==> src/rtl/axi_llc_pkg.sv <==
// Shared widths and the miss-counter descriptor layout for the LLC miss-pipeline
// counter bank.
package axi_llc_pkg;

  localparam int unsigned AxiIdWidth  = 4;
  localparam int unsigned DefIdBits   = 2;
  localparam int unsigned DefCntWidth = 4;
  localparam int unsigned DefOrdWidth = 5;

  // rw: 0 = read, 1 = write
  typedef struct packed {
    logic [AxiIdWidth-1:0] id;
    logic                  rw;
    logic                  valid;
  } miss_cnt_t;

endpackage

==> src/rtl/axi_llc_sat_counter.sv <==
// Saturating up/down counter. Simultaneous inc and dec cancel. A dec at zero
// leaves the count at zero and pulses underflow_o in that cycle.
module axi_llc_sat_counter #(
  parameter int unsigned Width = 4
) (
  input  logic             clk_i,
  input  logic             rst_ni,
  input  logic             inc_i,
  input  logic             dec_i,
  output logic [Width-1:0] q_o,
  output logic             full_o,
  output logic             empty_o,
  output logic             underflow_o
);

  localparam logic [Width-1:0] One = Width'(1);

  logic [Width-1:0] q_q, q_d;

  assign full_o  = &q_q;
  assign empty_o = ~|q_q;
  assign q_o     = q_q;

  always_comb begin
    q_d         = q_q;
    underflow_o = 1'b0;
    case ({inc_i, dec_i})
      2'b10: begin
        if (!full_o) q_d = q_q + One;
      end
      2'b01: begin
        if (empty_o) underflow_o = 1'b1;
        else         q_d = q_q - One;
      end
      default: q_d = q_q;
    endcase
  end

  always_ff @(posedge clk_i) begin
    if (!rst_ni) q_q <= '0;
    else         q_q <= q_d;
  end

endmodule

==> src/rtl/axi_llc_miss_cnt_bank.sv <==
// Per-ID outstanding-miss counters plus optional global write/read ordering
// counters; decides whether an incoming descriptor must follow the miss pipeline.
module axi_llc_miss_cnt_bank
  import axi_llc_pkg::*;
#(
  parameter int unsigned IdBits     = DefIdBits,
  parameter int unsigned CntWidth   = DefCntWidth,
  parameter int unsigned OrdWidth   = DefOrdWidth,
  parameter bit          WriteOrder = 1'b1,
  parameter bit          ReadOrder  = 1'b0,
  parameter type         cnt_t      = miss_cnt_t,
  localparam int unsigned NoCnt     = 2**IdBits
) (
  input  logic                            clk_i,
  input  logic                            rst_ni,
  input  cnt_t                            cnt_up_i,
  input  cnt_t                            cnt_down_i,
  output logic                            to_miss_o,
  output logic                            stall_o,
  output logic                            idle_o,
  output logic                            underflow_o,
  output logic [NoCnt-1:0][CntWidth-1:0]  cnt_q_o,
  output logic [OrdWidth-1:0]             w_cnt_q_o,
  output logic [OrdWidth-1:0]             r_cnt_q_o
);

  if (IdBits < 1) begin : gen_chk_id_bits
    $error("IdBits must be >= 1");
  end
  if (CntWidth < 1) begin : gen_chk_cnt_width
    $error("CntWidth must be >= 1");
  end
  if (OrdWidth < 1) begin : gen_chk_ord_width
    $error("OrdWidth must be >= 1");
  end
  if ($bits(cnt_up_i.id) < IdBits) begin : gen_chk_id_field
    $error("cnt_t id field narrower than IdBits");
  end

  logic [IdBits-1:0] up_idx, dn_idx;
  logic              up_accept;
  logic [NoCnt-1:0]  id_inc, id_dec, id_full, id_empty, id_uf;
  logic              w_inc, w_dec, w_full, w_empty, w_uf;
  logic              r_inc, r_dec, r_full, r_empty, r_uf;
  logic              ord_full, ord_busy;
  logic              underflow_q, underflow_d;
  logic              unused_id_bits;

  assign up_idx = cnt_up_i.id[IdBits-1:0];
  assign dn_idx = cnt_down_i.id[IdBits-1:0];
  assign unused_id_bits = ^{cnt_up_i.id, cnt_down_i.id};

  // A disabled ordering counter never moves, so it stays empty and never full.
  assign ord_full = cnt_up_i.rw ? (WriteOrder && w_full)   : (ReadOrder && r_full);
  assign ord_busy = cnt_up_i.rw ? (WriteOrder && !w_empty) : (ReadOrder && !r_empty);

  assign stall_o   = cnt_up_i.valid && (id_full[up_idx] || ord_full);
  assign to_miss_o = cnt_up_i.valid && (!id_empty[up_idx] || ord_busy);
  assign up_accept = cnt_up_i.valid && !stall_o;

  for (genvar i = 0; i < NoCnt; i++) begin : gen_id_cnt
    assign id_inc[i] = up_accept && (up_idx == IdBits'(i));
    assign id_dec[i] = cnt_down_i.valid && (dn_idx == IdBits'(i));

    axi_llc_sat_counter #(
      .Width (CntWidth)
    ) i_id_cnt (
      .clk_i       (clk_i),
      .rst_ni      (rst_ni),
      .inc_i       (id_inc[i]),
      .dec_i       (id_dec[i]),
      .q_o         (cnt_q_o[i]),
      .full_o      (id_full[i]),
      .empty_o     (id_empty[i]),
      .underflow_o (id_uf[i])
    );
  end

  assign w_inc = WriteOrder && up_accept && cnt_up_i.rw;
  assign w_dec = WriteOrder && cnt_down_i.valid && cnt_down_i.rw;
  assign r_inc = ReadOrder && up_accept && !cnt_up_i.rw;
  assign r_dec = ReadOrder && cnt_down_i.valid && !cnt_down_i.rw;

  axi_llc_sat_counter #(
    .Width (OrdWidth)
  ) i_w_cnt (
    .clk_i       (clk_i),
    .rst_ni      (rst_ni),
    .inc_i       (w_inc),
    .dec_i       (w_dec),
    .q_o         (w_cnt_q_o),
    .full_o      (w_full),
    .empty_o     (w_empty),
    .underflow_o (w_uf)
  );

  axi_llc_sat_counter #(
    .Width (OrdWidth)
  ) i_r_cnt (
    .clk_i       (clk_i),
    .rst_ni      (rst_ni),
    .inc_i       (r_inc),
    .dec_i       (r_dec),
    .q_o         (r_cnt_q_o),
    .full_o      (r_full),
    .empty_o     (r_empty),
    .underflow_o (r_uf)
  );

  assign idle_o = (&id_empty) && w_empty && r_empty;

  assign underflow_d = underflow_q || (|id_uf) || w_uf || r_uf;

  always_ff @(posedge clk_i) begin
    if (!rst_ni) underflow_q <= 1'b0;
    else         underflow_q <= underflow_d;
  end

  assign underflow_o = underflow_q;

endmodule

==> config.mk <==
export PLATFORM = sky130hd
export DESIGN_NAME = axi_llc_miss_cnt_bank
export DESIGN_NICKNAME = d
export VERILOG_FILES = /design/src/rtl/axi_llc_pkg.sv /design/src/rtl/axi_llc_sat_counter.sv /design/src/rtl/axi_llc_miss_cnt_bank.sv
export SDC_FILE = /design/constraint.sdc
export NUM_CORES = 1
export LEC_CHECK = 0
export ABC_AREA = 1
export BUFFER_PORTS_ARGS = -buffer_cell sky130_fd_sc_hd__buf_4
export CORE_UTILIZATION = 61
export CTS_BUF_LIST = sky130_fd_sc_hd__clkbuf_2 sky130_fd_sc_hd__clkbuf_4 sky130_fd_sc_hd__clkbuf_8
export CTS_CLUSTER_SIZE = 14
export DETAILED_ROUTE_END_ITERATION = 8
export GPL_TIMING_DRIVEN = 0
export PLACE_DENSITY = 0.95
export SYNTH_ARGS = -nofsm -noshare
export SYNTH_HDL_FRONTEND = slang
export SYNTH_SLANG_ARGS = --single-unit
==> constraint.sdc <==
create_clock -name clk_i -period 6 [get_ports clk_i]
set_input_delay 1.5 -clock clk_i [delete_from_list [all_inputs] [get_ports clk_i]]
set_output_delay 1.5 -clock clk_i [all_outputs]
set_load 0.02 [all_outputs]
==> flow_metrics.tcl, run 1 <==
set metrics [dict create \
    path_cells "buf_4 > inv_1 > nor2_2 > nand2_1 > o21ai_0 > a221oi_1 > a21oi_1 > nor2_1 > buf_4" \
    critPathArrivalTime_ps 2480 \
    numPortBuffers 34 \
    avgSynthCellArea_sq_um 6.85 \
    multiInputGateArea_sq_um 1240 \
    synthTopCellsByArea "dfxtp_1 23%, ha_1 12%, inv_1 10%" \
    core_area_sq_um 3030 \
    tightest_slew_ps 554 \
    drtAntennaViolNets 0 \
    antennaDiodeCount 0 \
    synthAdderAreaFrac 0.147 \
    setup_violations 0 \
    crit_slowest_cell "a221oi_1" \
    antenna_found_initial 0 \
    dr.first_iter.drc_count 85 \
    wirelength_um 4340 \
    vias 1900 \
    finalMaxSlewViolations 0 \
    synth_edf_count 0 \
    grt_pass1_wl_um 7380 \
    path_class "input pin to primary output" \
    cp.depth 9 \
    p_leak_nw 1.13 \
    via_per_inst 5.15 \
    synth_top_area_cell "dfxtp_1" \
    crit_path_max_incr_delay_ps 240 \
    finalNetCount 361 \
    hold_end "gen_id_cnt[3].i_id_cnt.q_o[0]" \
    synth-xor-area-share 0.0310 \
    hold_viol_final 0 \
    path_clk_slew_ps 120 \
    ys_types 33 \
    grt_pass1_vias 1816 \
    dp_slack_ps 2050 \
    synthFlopType "dfxtp_1" \
    path_common_cell "buf_4" \
    cp_top_family "compound AO/OA/AOI/OAI gates" \
    tns_ps 0 \
    start_kind "input pin" \
    min_path_type "flip-flop to flip-flop" \
    synth_seq_cells 22 \
    min-delay-start "gen_id_cnt[3].i_id_cnt.q_o[0]" \
    cts-root-buf "clkbuf_4" \
    htree_levels 1 \
    ys_top_cells_by_count "52 x inv_1, 47 x nand2_1, 26 x a21oi_1" \
    cts_buffers 3 \
    yosysWarnings 0 \
    synthArstFlopShare 0 \
    seq_area_sq_um 440 \
    rr_worst_depth 19 \
    drive_above_1_share 0.246 \
    status "finished, final reports clean" \
    cts_tree "done" \
    wl_per_cell_um 11.8 \
    grt_util_all_layers 0.277 \
    synth_compound_area_frac 0.152 \
    synth.most_common_cell "inv_1" \
    synth_top_family_by_area "simple AND/OR/NAND/NOR gates" \
    clockBufferDepth 2 \
    powerDensity_nw_per_um2 176 \
    grt_start_max_net_pins 13 \
    fillers 228 \
    cp.required_ps 4500 \
    io-pin-count 44 \
    fin_ws_ps 2020 \
    postCtsSetupBuffers 0 \
    rows 20 \
    min_period_ps 3980 \
    whs_path_depth 1 \
    cp_num_buf_inv 3 \
    fmax_mhz 252 \
    netlist_area_sq_um 1940 \
    hold_buffers 0 \
    worstSkewPairLatency_ps 310 \
    muxShareOfSynthArea 0 \
    synth-simple-area-share 0.300 \
    ys_seq_area_frac 0.227 \
    initial_core_util 0.640 \
    skew_ps 4.96 \
    globalplace.congestion 0.893 \
    die_h_um 58.4 \
    grt-ovfl-total 0 \
    drcViolationCount 0 \
    maxCapViolCount 0 \
    reg2reg_to "gen_id_cnt[3].i_id_cnt.q_o[3]" \
    dieArea_sq_um 3410 \
    syn2layout_area_growth_pct 18.6 \
    r2r_slack_ps 3340 \
    ir_drop_mv 0.111 \
    slew_headroom 0.627 \
    endpoint_kind "primary output" \
    die_w_um 58.4 \
    synth_cells 283 \
    crit_fanout 4 \
    cts.sinks 22 \
    finalCritPeriodShare 0.663 \
    cts_resized 0 \
    r2r_start "gen_id_cnt[2].i_id_cnt.q_o[2]" \
    hpwl_um 3560 \
    first_pass_iters 4 \
    yosysTopAreaCellShare 0.227 \
    rsz0062_at_grt "false" \
]
-- cell families (layout without fill, tap and decap cells) --
kind of cell | count (synthesis) | in the layout
AO/OA/AOI/OAI | 55 | 55
flip-flops | 22 | 22
AND/OR/NAND/NOR | 110 | 110
other | 1 | 5
XOR/XNOR | 6 | 6
adder cells (fa/ha/maj) | 21 | 21
buffers and inverters | 68 | 106
-- sequential cells by signal, indices dropped and copies added (netlist names) --
name                     flops
i_w_cnt.q_o                  5
underflow_o                  1
gen_id_cnt.i_id_cnt.q_o     16
-- routing by layer --
| metal | GRT usage | up-vias | wire [um] |
|---|---|---|---|
| met5 | 0 | - | 0 |
| met4 | 0.0918 | 0 | 51 |
| met3 | 0.0330 | 8 | 199 |
| met2 | 0.517 | 47 | 2180 |
| met1 | 0.326 | 865 | 1910 |
| li1 | - | 980 | - |
-- where the power goes --
part           switching, mW  internal, mW  total [mW]  leakage, nW
clock                 0.0446        0.0370      0.0816       0.0210
sequential            0.0168         0.158       0.175        0.180
combinational         0.0906        0.0591       0.150        0.925
-- metrics by stage --
stage / instance area (sq um) / utilization / hold WS (ps) / power (mW) / cells
2_1_floorplan: 1950 / - / 557 / 0.277 / 287
3_3_place_gp: 2260 / 0.748 / 488 / 0.320 / 365
3_5_place_dp: 2260 / 0.748 / 496 / 0.326 / 365
4_1_cts: 2300 / 0.760 / 521 / 0.408 / 369
5_1_grt: 2300 / 0.760 / 542 / 0.433 / 369
6_report: 2300 / 0.760 / 522 / 0.406 / 369
-- worst max path at each step --
stage / slack [ps] / startpoint / end
final: 2020 / cnt_up_i[3] / to_miss_o
after global routing: 1890 / cnt_up_i[3] / to_miss_o
after CTS: 2030 / cnt_up_i[3] / to_miss_o
after detailed placement: 2050 / cnt_up_i[3] / to_miss_o
after global placement: 2060 / cnt_up_i[3] / to_miss_o
after floorplan: 2260 / cnt_up_i[3] / to_miss_o
-- final cells by class --
type                       count  share of cell area
timing repair buffer          34               0.111
clock buffer                   4              0.0158
tap                           44              0.0239
sequential                    22               0.191
multi-input combinational    197               0.539
inverter                      62               0.101
buffer                         6              0.0179
-- placed cells by master (no fill, tap or decap), types with 7 or more instances in the layout --
cell type   n
a21oi_1    26
buf_4      39
dfxtp_1    22
ha_1       18
inv_1      52
inv_2      10
nand2_1    47
nand2_2     7
nand3_1     8
nor2_1     17
o21ai_0    16
No activity file was read; power rests on OpenSTA's default activity.
==> inputs of run 2 (changes only) <==
CORE_UTILIZATION = 51   (was 61)
PLACE_DENSITY = 0.85   (was 0.95)
clock period = 3.65 ns   (was 6 ns; I/O delays follow)
==> run 2 against run 1 <==
Effect of this change:
- first-iteration DRC count increased by 19%
- hold slack got worse by 11 ps
- critical endpoint is now gen_id_cnt[3].i_id_cnt.q_o[3]
- critical path depth is 11 higher
- count of clock-buffer cells in the layout decreased by 1
- die area grew 19%
- sequential cell count stayed put
- final cell count rose by 0.81%
- global-route usage shrank 4.8 points
- setup slack worse by 1400 ps
- routed wire length decreased by 2.1%
- sequential share of layout area is 0.083 points lower
- highest routed layer unchanged
- clock power increased by 86%
==> flow_metrics.tcl, run 2 (synthesis gave the netlist of run 1 again) <==
set metrics [dict create \
    cp_top_family "compound AO/OA/AOI/OAI gates" \
    p_leak_nw 1.13 \
    powerDensity_nw_per_um2 296 \
    drive_above_1_share 0.244 \
    path_class "input pin to flip-flop" \
    rsz0062_at_grt "false" \
    final_common_cell "inv_1" \
    wl_per_cell_um 11.4 \
    setup_violations 0 \
    drtAntennaViolNets 0 \
    hold_buffers 0 \
    min-delay-start "gen_id_cnt[0].i_id_cnt.q_o[3]" \
    maxCapViolCount 0 \
    cts.sinks 22 \
    globalplace.congestion 0.897 \
    r2r_start "gen_id_cnt[2].i_id_cnt.q_o[1]" \
    die_w_um 63.7 \
    antenna_found_initial 0 \
    status "finished, final reports clean" \
    endpoint_kind "flip-flop" \
    finalNetCount 361 \
    place_area_sq_um 2270 \
    grt_pass1_vias 1771 \
    via_per_inst 4.99 \
    ir_drop_mv 0.231 \
    fmax_mhz 332 \
    vias 1858 \
    hpwl_um 3500 \
    skew_ps 3.35 \
    slew_headroom 0.631 \
    initial_core_util 0.530 \
    dieArea_sq_um 4050 \
    path_cells "buf_4 > inv_1 > nor2_2 > nand2_1 > nand2_1 > nor2_2 > nand2_1 > inv_2 > nand2_2 > nor2_1 > inv_1 > ha_1 > ha_1 > nand2_1 > nor2_1 > a211oi_1 > a21oi_1 > o21ai_1 > o21ai_0 > a21oi_1" \
    largest_reg_flops 16 \
    wirelength_um 4250 \
    grt_util_all_layers 0.229 \
    crit_slowest_cell "ha_1" \
    min_period_ps 3010 \
    syn2layout_area_growth_pct 19.2 \
    cts_buffers 3 \
    rows 22 \
    htree_levels 1 \
    min_path_type "flip-flop to flip-flop" \
    crit_fanout 4 \
    crit_path_max_incr_delay_ps 330 \
    tightest_slew_ps 548 \
    cp_num_buf_inv 4 \
    reg2reg_to "gen_id_cnt[3].i_id_cnt.q_o[3]" \
    r2r_slack_ps 990 \
    hold_end "gen_id_cnt[0].i_id_cnt.q_o[3]" \
    final_cell_mix "52 x inv_1, 47 x nand2_1, 39 x buf_4" \
    worstSkewPairLatency_ps 270 \
    hold_viol_final 0 \
    grt_start_max_net_pins 12 \
    drcViolationCount 0 \
    dr.first_iter.drc_count 101 \
    clockBufferDepth 2 \
    core_area_sq_um 3660 \
    tns_ps 0 \
    stdcell_area_sq_um 2310 \
    finalCritPeriodShare 0.825 \
    io-pin-count 44 \
    cts_tree "done" \
    path_clk_slew_ps 80 \
    rr_worst_depth 19 \
    cts_resized 0 \
    numPortBuffers 34 \
    die_h_um 63.7 \
    grt_pass1_wl_um 7380 \
    postCtsSetupBuffers 0 \
    whs_path_depth 2 \
    antennaDiodeCount 0 \
    cts-root-buf "clkbuf_8" \
    cp.required_ps 3850 \
    first_pass_iters 4 \
    grt-ovfl-total 0 \
    critPathArrivalTime_ps 3210 \
    finalMaxSlewViolations 0 \
    start_kind "input pin" \
    path_common_cell "nand2_1" \
]
[run 2: worst reg2reg max path, cell delays in order, from the launching register on]
cell and delay (ps):
dfxtp_1 390, nand2_1 100, nor2_2 40, nand2_1 50, nand2_1 60, nor2_2 140, nand2_1 80, inv_2 60
nand2_2 60, nor2_1 140, inv_1 60, ha_1 230, ha_1 330, nand2_1 80, nor2_1 40, a211oi_1 250
a21oi_1 120, o21ai_1 110, o21ai_0 90, a21oi_1 160
[run 2: stage by stage]
| stage | instances | setup slack (ps) | power (mW) | hold slack, ps | util |
|---|---|---|---|---|---|
| detailed placement | 369 | 369 | 0.537 | 498 | 0.620 |
| global placement | 369 | 467 | 0.528 | 491 | 0.620 |
| global route | 372 | 421 | 0.729 | 538 | 0.631 |
| CTS | 372 | 623 | 0.691 | 513 | 0.631 |
| floorplan | 287 | 806 | 0.455 | 557 | - |
| finish | 372 | 640 | 0.684 | 511 | 0.631 |
[run 2: metal layers]
layer | track usage | share of wire | up-vias
met5 | 0 | 0 | -
met4 | 0.0625 | 0.011 | 0
met3 | 0.0435 | 0.041 | 6
met2 | 0.414 | 0.50 | 43
met1 | 0.270 | 0.45 | 827
li1 | - | - | 982
[run 2: area by class of cell]
type	count	area (sq um)
timing repair buffer	34	255
clock buffer	3	41.3
multi-input combinational	197	1240
inverter	62	233
sequential	22	440
fill	351	1350
tap	48	60.1
buffer	6	41.3
[run 2: how the worst max path moves through the flow]
stage,slack [ps],end,cells after the start,startpoint
final,640,gen_id_cnt[3].i_id_cnt.q_o[3],20,cnt_up_i[3]
after global routing,420,gen_id_cnt[3].i_id_cnt.q_o[3],20,cnt_up_i[2]
after CTS,620,gen_id_cnt[3].i_id_cnt.q_o[3],20,cnt_up_i[3]
after detailed placement,370,gen_id_cnt[3].i_id_cnt.q_o[3],20,cnt_up_i[3]
after global placement,470,gen_id_cnt[3].i_id_cnt.q_o[3],20,cnt_up_i[3]
after floorplan,810,gen_id_cnt[3].i_id_cnt.q_o[3],19,cnt_up_i[3]
[run 2: where the power goes]
part	internal, mW	switching [mW]
sequential	0.259	0.0281
clock	0.0738	0.0784
combinational	0.0973	0.148
==> inputs of run 3 (changes only) <==
clock period = 2.4 ns   (was 3.65 ns; I/O delays follow)
==> run 3 against run 2 <==
Effect of this change:
- the run now ends with setup timing left
- die area unchanged
- first-iteration DRC count increased by 75%
- design area increased by 18%
- core utilization increased by 11 points
- combinational power increased by 84%
==> flow_metrics.tcl, run 3 (synthesis gave the netlist of run 1 again) <==
set metrics [dict create \
    via_per_inst 5.32 \
    ir_drop_mv 0.245 \
    finalCritPeriodShare 1.03 \
    hold_end "gen_id_cnt[3].i_id_cnt.q_o[0]" \
    grt_util_all_layers 0.227 \
    p_leak_nw 1.24 \
    htree_levels 1 \
    antennaDiodeCount 0 \
    antenna_found_initial 0 \
    path_cells "buf_8 > nor2_2 > nand2_1 > nand2_1 > inv_2 > nand2_1 > inv_2 > nand2_4 > inv_4 > nand2_4 > ha_4 > ha_4 > nand2_1 > nor2_1 > a211oi_2 > buf_4 > o21ai_2 > o21ai_1 > a21oi_1" \
    cts_buffers 3 \
    rr_worst_depth 19 \
    crit_path_max_incr_delay_ps 240 \
    crit_slowest_cell "a211oi_2" \
    reg2reg_to "gen_id_cnt[0].i_id_cnt.q_o[3]" \
    finalMaxSlewViolations 0 \
    rsz0062_at_grt "true" \
    maxCapViolCount 0 \
    path_common_cell "nand2_1" \
    tightest_slew_ps 510 \
    grt_pass1_vias 1682 \
    grt_pass1_wl_um 7290 \
    dieArea_sq_um 4050 \
    hold_viol_final 0 \
    pwr-share-comb 0.360 \
    initial_core_util 0.530 \
    critPathArrivalTime_ps 2640 \
    syn2layout_area_growth_pct 40.8 \
    internal_power_mw 0.809 \
    clkPwrFrac 0.287 \
    cts-root-buf "clkbuf_8" \
    rows 22 \
    final_common_cell "buf_4" \
    final_cells 389 \
    largest_reg_flops 16 \
    p_sw_mw 0.442 \
    clockBufferDepth 2 \
    vias 2070 \
    finalNetCount 377 \
    skew_ps 5.06 \
    cts.sinks 22 \
    worstSkewPairLatency_ps 270 \
    numPortBuffers 34 \
    whs_path_depth 1 \
    hpwl_um 3420 \
    hold_buffers 0 \
    setup_violations 5 \
    powerDensity_nw_per_um2 458 \
    wl_per_cell_um 13.5 \
    violations "setup timing" \
    die_h_um 63.7 \
    fillers 263 \
    r2r_slack_ps -50 \
    path_clk_slew_ps 90 \
    grt_start_max_net_pins 14 \
    fin_ws_ps -69.8 \
    status "finished with violations" \
    drive_above_1_share 0.408 \
    final_cell_mix "53 x buf_4, 49 x inv_1, 43 x nand2_1" \
    timing.hold.ws_ps 482 \
    first_pass_iters 5 \
    wirelength_um 5260 \
    dp_slack_ps -426 \
    io-pin-count 44 \
    path_class "input pin to flip-flop" \
    min-delay-start "gen_id_cnt[3].i_id_cnt.q_o[0]" \
    globalplace.congestion 0.904 \
    drcViolationCount 0 \
    fmax_mhz 405 \
    p_seq_frac 0.353 \
    min_period_ps 2470 \
    core_area_sq_um 3660 \
    p_sw_frac 0.353 \
    placed_cells 369 \
    drtAntennaViolNets 0 \
    tns_ps -179 \
    min_path_type "flip-flop to flip-flop" \
    slew_headroom 0.657 \
    die_w_um 63.7 \
    r2r_start "gen_id_cnt[0].i_id_cnt.q_o[2]" \
    dr.first_iter.drc_count 177 \
    cp.required_ps 2570 \
    cts_tree "done" \
    start_kind "input pin" \
    grt-ovfl-total 0 \
    crit_fanout 4 \
    endpoint_kind "flip-flop" \
]
## run 3: power groups by stage
stage	clock (mW)	combinational, mW	sequential (mW)
2_1_floorplan	0	0.231	0.472
3_3_place_gp	0	0.369	0.445
3_5_place_dp	0	0.379	0.445
4_1_cts	0.362	0.386	0.439
5_1_grt	0.380	0.488	0.445
6_report	0.359	0.450	0.441
## run 3: final cells by class
class / instances / area [sq um] / area share
Sequential cell: 22 / 472 / 0.173
Clock buffer: 3 / 41.3 / 0.0151
Clock inverter: 1 / 30.0 / 0.0110
Timing Repair Buffer: 50 / 390 / 0.143
Multi-Input combinational cell: 197 / 1460 / 0.533
Inverter: 62 / 240 / 0.0880
Buffer: 6 / 41.3 / 0.0151
Tap cell: 48 / 60.1 / 0.0220
## run 3: repair_timing
| action | 4_1_cts | 5_1_grt |
|---|---|---|
| pin swaps | 3 | 25 |
| buffers inserted | 2 | 14 |
| setup endpoints to repair | 7 | 15 |
| gates resized for setup | 8 | 49 |
## run 3: worst max-delay path by stage
stage / start / endpoint / slack, ps / cells after the start
4_1_cts: cnt_up_i[3] / gen_id_cnt[3].i_id_cnt.q_o[3] / 0.6 / 20
3_5_place_dp: cnt_up_i[2] / gen_id_cnt[3].i_id_cnt.q_o[3] / -430 / 20
6_report: cnt_up_i[2] / gen_id_cnt[0].i_id_cnt.q_o[3] / -70 / 19
3_3_place_gp: cnt_up_i[2] / gen_id_cnt[2].i_id_cnt.q_o[3] / -380 / 20
2_1_floorplan: cnt_up_i[3] / gen_id_cnt[3].i_id_cnt.q_o[3] / -9 / 19
5_1_grt: gen_id_cnt[0].i_id_cnt.q_o[2] / gen_id_cnt[0].i_id_cnt.q_o[3] / -250 / 19
## run 3: worst max-delay path: cells and delay by family
| family | cells | cell delay (ps) |
|---|---|---|
| buffers and inverters | 5 | 420 |
| AOI/OAI and AO/OA | 4 | 470 |
| adders and majority gates | 2 | 380 |
| and+or+nand+nor | 8 | 740 |
## run 3: metal layers
metal	wire [um]	share of wire	vias up	track usage
met5	0	0	-	0
met4	154	0.029	0	0.0909
met3	340	0.065	20	0.0344
met2	2580	0.49	89	0.384
met1	2180	0.42	952	0.285
li1	-	-	1009	-
## run 3: through the flow
stage               power [mW]  utilization  area (sq um)
floorplan                0.703            -          2030
global placement         0.814        0.640          2340
detailed placement       0.825        0.640          2340
CTS                       1.19        0.670          2450
global route              1.31        0.746          2730
finish                    1.25        0.746          2730
